## config.mk

```make
export PLATFORM = sky130hd
export DESIGN_NAME = countones_gen
export DESIGN_NICKNAME = d
export VERILOG_FILES = /design/src/rtl/countones_pkg.sv /design/src/rtl/countones_gen_ctr.sv /design/src/rtl/countones_gen.sv
export SDC_FILE = /design/constraint.sdc
export NUM_CORES = 1
export LEC_CHECK = 0
export CAP_MARGIN = 10
export CORE_AREA = 8 8 45 47
export DETAILED_ROUTE_END_ITERATION = 16
export DIE_AREA = 0 0 53 55
export MAX_ROUTING_LAYER = met4
export PLACE_DENSITY = 0.75
export SETUP_SLACK_MARGIN = 0.1
export SLEW_MARGIN = 10
export SYNTH_ARGS = -nofsm -noshare
export SYNTH_HDL_FRONTEND = slang
export SYNTH_HIERARCHICAL = 1
export SYNTH_SLANG_ARGS = --single-unit
```

## constraint.sdc

```tcl
create_clock -name clk_i -period 2.4 [get_ports clk_i]
set_input_delay 0.48 -clock clk_i [delete_from_list [all_inputs] [get_ports clk_i]]
set_output_delay 0.48 -clock clk_i [all_outputs]
set_load 0.1 [all_outputs]
```

## src/rtl/countones_pkg.sv

```systemverilog
// Shared types and helpers for the countones family (countones, countones_gen).
package countones_pkg;

   typedef enum logic [0:0] {
      eIDLE  = 1'b0,
      eSHIFT = 1'b1
   } countones_gen_state_e;

   // Width needed to hold a population count of 0..width inclusive.
   function automatic int count_width(input int width);
      return $clog2(width) + 1;
   endfunction

endpackage

```

## src/rtl/countones_gen_ctr.sv

```systemverilog
// Saturating up-counter with synchronous clear (priority) and enable; holds the bit index.
module countones_gen_ctr
   import countones_pkg::*;
#(
   parameter int width_p = 4,
   parameter int max_p   = 7
) (
   input  logic               clk_i,
   input  logic               reset_i,
   input  logic               clear_i,
   input  logic               en_i,
   output logic [width_p-1:0] count_o
);

   localparam logic [width_p-1:0] max_c = width_p'(max_p);

   // NOTE: sequential state is written with non-blocking assignments only.
   always_ff @(posedge clk_i or posedge reset_i) begin
      if (reset_i) begin
         count_o <= '0;
      end else if (clear_i) begin
         count_o <= '0;
      end else if (en_i && (count_o != max_c)) begin
         count_o <= count_o + 1'b1;
      end
   end

endmodule

```

## src/rtl/countones_gen.sv

```systemverilog
// Serialises a population count into a width_p-bit thermometer word, LSB first.
// Optional COUNTONES_GEN_LAST_EN adds last_o, high on the final bit of each word.
module countones_gen
   import countones_pkg::*;
#(
   parameter int width_p = 8
) (
   input  logic                                  clk_i,
   input  logic                                  reset_i,
   input  logic                                  valid_i,
   input  logic [countones_pkg::count_width(width_p)-1:0] count_i,
   output logic                                  ready_o,
   output logic                                  valid_o,
   output logic                                  bit_o,
   input  logic                                  yumi_i
`ifdef COUNTONES_GEN_LAST_EN
   ,
   output logic                                  last_o
`endif
);

   localparam int count_width_lp = count_width(width_p);
   localparam logic [count_width_lp-1:0] width_c = count_width_lp'(width_p);
   localparam logic [count_width_lp-1:0] last_c  = count_width_lp'(width_p - 1);

   countones_gen_state_e        state_r, state_n;
   logic [count_width_lp-1:0]   count_r;
   logic [count_width_lp-1:0]   count_sat;
   logic [count_width_lp-1:0]   index;
   logic                        load;
   logic                        ctr_clear;
   logic                        ctr_en;
   logic                        last_bit;

   assign count_sat = (count_i > width_c) ? width_c : count_i;
   assign last_bit  = (index == last_c);

   countones_gen_ctr #(
      .width_p (count_width_lp),
      .max_p   (width_p - 1)
   ) u_ctr (
      .clk_i   (clk_i),
      .reset_i (reset_i),
      .clear_i (ctr_clear),
      .en_i    (ctr_en),
      .count_o (index)
   );

   always_ff @(posedge clk_i or posedge reset_i) begin
      if (reset_i) begin
         state_r <= eIDLE;
         count_r <= '0;
      end else begin
         state_r <= state_n;
         if (load) begin
            count_r <= count_sat;
         end
      end
   end

   // NOTE: every output of this block gets a default first, so no latch is inferred.
   always_comb begin
      state_n   = state_r;
      load      = 1'b0;
      ctr_clear = 1'b1;
      ctr_en    = 1'b0;
      ready_o   = 1'b0;
      valid_o   = 1'b0;
      bit_o     = 1'b0;
      case (state_r)
         eIDLE: begin
            ready_o = 1'b1;
            if (valid_i) begin
               load    = 1'b1;
               state_n = eSHIFT;
            end
         end
         eSHIFT: begin
            valid_o   = 1'b1;
            bit_o     = (index < count_r);
            ctr_en    = yumi_i;
            ctr_clear = yumi_i && last_bit;
            if (yumi_i && last_bit) begin
               state_n = eIDLE;
            end
         end
         default: state_n = eIDLE;
      endcase
   end

`ifdef COUNTONES_GEN_LAST_EN
   assign last_o = valid_o && last_bit;
`endif

`ifndef SYNTHESIS
   // Ones emitted so far in the current word, for the per-word total check.
   logic [count_width_lp-1:0] ones_r;

   always_ff @(posedge clk_i or posedge reset_i) begin
      if (reset_i) begin
         ones_r <= '0;
      end else if (state_r == eIDLE) begin
         ones_r <= '0;
      end else if (yumi_i) begin
         ones_r <= ones_r + count_width_lp'(bit_o);
      end
   end

   a_yumi_valid : assert property (@(posedge clk_i) disable iff (reset_i)
      yumi_i |-> valid_o);

   a_index_range : assert property (@(posedge clk_i) disable iff (reset_i)
      (state_r == eSHIFT) |-> (index < width_c));

   a_ones_total : assert property (@(posedge clk_i) disable iff (reset_i)
      (state_r == eSHIFT && yumi_i && last_bit) |->
         ((ones_r + count_width_lp'(bit_o)) == count_r));
`endif

endmodule

```

==> metrics.yaml <==
sta:
  setup_slack_ns: 0.185
  relSlewSlack_pct: 69.3
  skew_ns: 0.00123
  hold_viol: 0
  tightest_slew_ns: 0.456
  fin_crit_ns: 2.21
  finalSetupViolations: 0
  rsz0062_at_grt: "no"
  maxSlewViolCount: 0
  timing.final.crit_share_pct: 92.3
  tns_ns: 0
  max_freq_mhz: 452
setup_path:
  crit_required_ns: 1.92
  cp_top_family: "flip-flops"
  critPathBufInv: 1
  crit_path_top_delay_cell: "dfrtp_1"
  critPathKind: "flip-flop to primary output"
  r2r_setup_slack_ns: 0.91
  critPathMaxStageDelay_ns: 0.45
  cp-start-kind: "flip-flop"
  crit_chain: "ha_1 > or2_0 > a211oi_2 > a21o_4 > buf_12"
  crit_path_max_fanout: 6
  endpoint_kind: "primary output"
  arrival_ns: 1.73
placed_design:
  place_congestion: 0.706
  dp_hpwl_um: 928
  dp_cells: 84
  port_buffers: 10
  pre_cts_slack_ns: 0.455
die:
  die_w_um: 53
  start_util_pct: 40.0
  die_y_um: 55
  pin_count: 11
  coreArea_mm2: 0.00138
  rows: 14
  die_area_mm2: 0.00292
route:
  routed_via_density: 4.98
  drt_pass1_iterations: 2
  wl_per_cell_um: 12.7
  antenna_left: 0
  drt_iter0_drc: 6
  routed-via-count: 438
  drc: 0
  wirelength_um: 1120
synthesis:
  synth-simple-area-share_pct: 23.1
  synthCells: 58
  synth_cell_types: 26
  synth_mux_area_share_pct: 6.56
  synth_xor_area_share_pct: 0
  ys_ff_latch: 9
  yosys.area_share.adder_pct: 9.05
  synth_top_family_by_area: "simple AND/OR/NAND/NOR gates"
  synth-seq-area-share_pct: 40.7
  synth-compound-area-share_pct: 12.4
  syn-num-nets: 70
  mappedNetlistArea_um2: 553
  synth.avg_cell_area_um2: 9.54
  synth_warnings: 6
grt:
  grt_util_all_layers_pct: 9.86
  grt_pass1_wl_um: 1970
  grt_pass1_vias: 472
  antenna_found_initial: 0
  grt_max_degree: 9
  grt_overflow: 0
finish:
  n_antenna_cell: 0
  layout.nets: 85
  multiInputGateArea_um2: 302
  seq_area_um2: 229
  fin_util_pct: 52.5
  stdcell_count: 88
  layout-drive-gt1-share_pct: 23.6
  area_growth_pct: 31.4
  fillers: 133
clock_network:
  cts_tree: "done"
  cts_hold_buf: 0
  cts.sinks: 9
  clk_path_buf_depth: 2
  cts_made_buffers: 3
  cts_resized: 0
  clock_latency_ns: 0.25
  post-cts-setup-buffer-count: 0
  cts_root_buffer: "clkbuf_4"
  clk_pin_slew_worst_paths_ns: 0.06
  htreeDepth: 1
outcome:
  status: "finished clean"
job:
  maxCapViolations: 0
worst_hold_path:
  hold_class: "input port to async pin"
## layout make-up
cell class	instances	area share [%]
clock buffers	4	3.61
flip-flops and latches	9	31.5
well taps	16	2.75
inverters	9	5.16
multi-input cells	39	41.5
repair buffers	11	15.5
## sequential cells by signal, summed over array words and instances (netlist names)
signal         count
count_r            4
u_ctr/count_o      4
state_r            1
## per-layer routing
metal	vias up	track usage (%)	wire (um)
li1	224	-	-
met1	204	9.29	498
met2	8	16.0	544
met3	2	2.14	51
met4	0	10.3	27
met5	-	-	0
## synth_stat cells, drive strengths merged
cell | instances | share of area, %
mux2i | 1 | 1.8
and4 | 1 | 1.6
nor3 | 1 | 0.90
and2 | 1 | 1.4
a211oi | 1 | 1.4
a31oi | 1 | 2.3
nand4 | 1 | 1.1
buf | 1 | 2.0
o31ai | 1 | 1.4
o21ai | 4 | 3.6
nor2 | 1 | 0.68
nand2b | 6 | 8.1
a21o | 1 | 1.4
inv | 9 | 6.1
or3 | 1 | 1.1
a21oi | 2 | 2.5
nor2b | 1 | 1.1
or2 | 1 | 1.1
dfrtp | 9 | 41
ha | 4 | 9.1
nor4 | 1 | 1.1
mux2 | 2 | 4.8
nand2 | 7 | 4.8
## kinds of logic (layout without fill, tap and decap cells)
logic type | count (synthesis) | count (layout)
adders and majority gates | 4 | 4
AOI/OAI and AO/OA | 10 | 10
muxes | 3 | 3
buffers and inverters | 10 | 24
and+or+nand+nor | 22 | 22
DFF | 9 | 9
## final timing paths
path,from,endpoint,depth (start not counted)
max,u_ctr/count_o[2],bit_o,5
min,reset_i,u_ctr/count_o[0],2
max reg2reg,u_ctr/count_o[2],u_ctr/count_o[1],5
min reg2reg,count_r[1],count_r[1],2
max in group asynchronous,reset_i,state_r,2
min in group clk_i,count_r[1],count_r[1],2
## placed cells by master (no fill, tap or decap), drive strengths merged, types with 2 or more instances in the layout
cell type and count:
a21oi 2, clkbuf 4, buf 4, nand2b 6
clkdlybuf4s50 7, inv 8, dfrtp 9, ha 4
o21ai 4, nand2 7, mux2 2
## metrics by stage
stage | instance area [um^2] | hold WS (ns)
floorplan | 579 | 0.246
global placement | 701 | 0.465
detailed placement | 701 | 0.474
CTS | 727 | 0.424
global route | 727 | 0.441
finish | 727 | 0.428
Power is left out: the tool's default activity adds up to more than one toggle a clock period on the data nets, which glitch-free logic cannot reach.
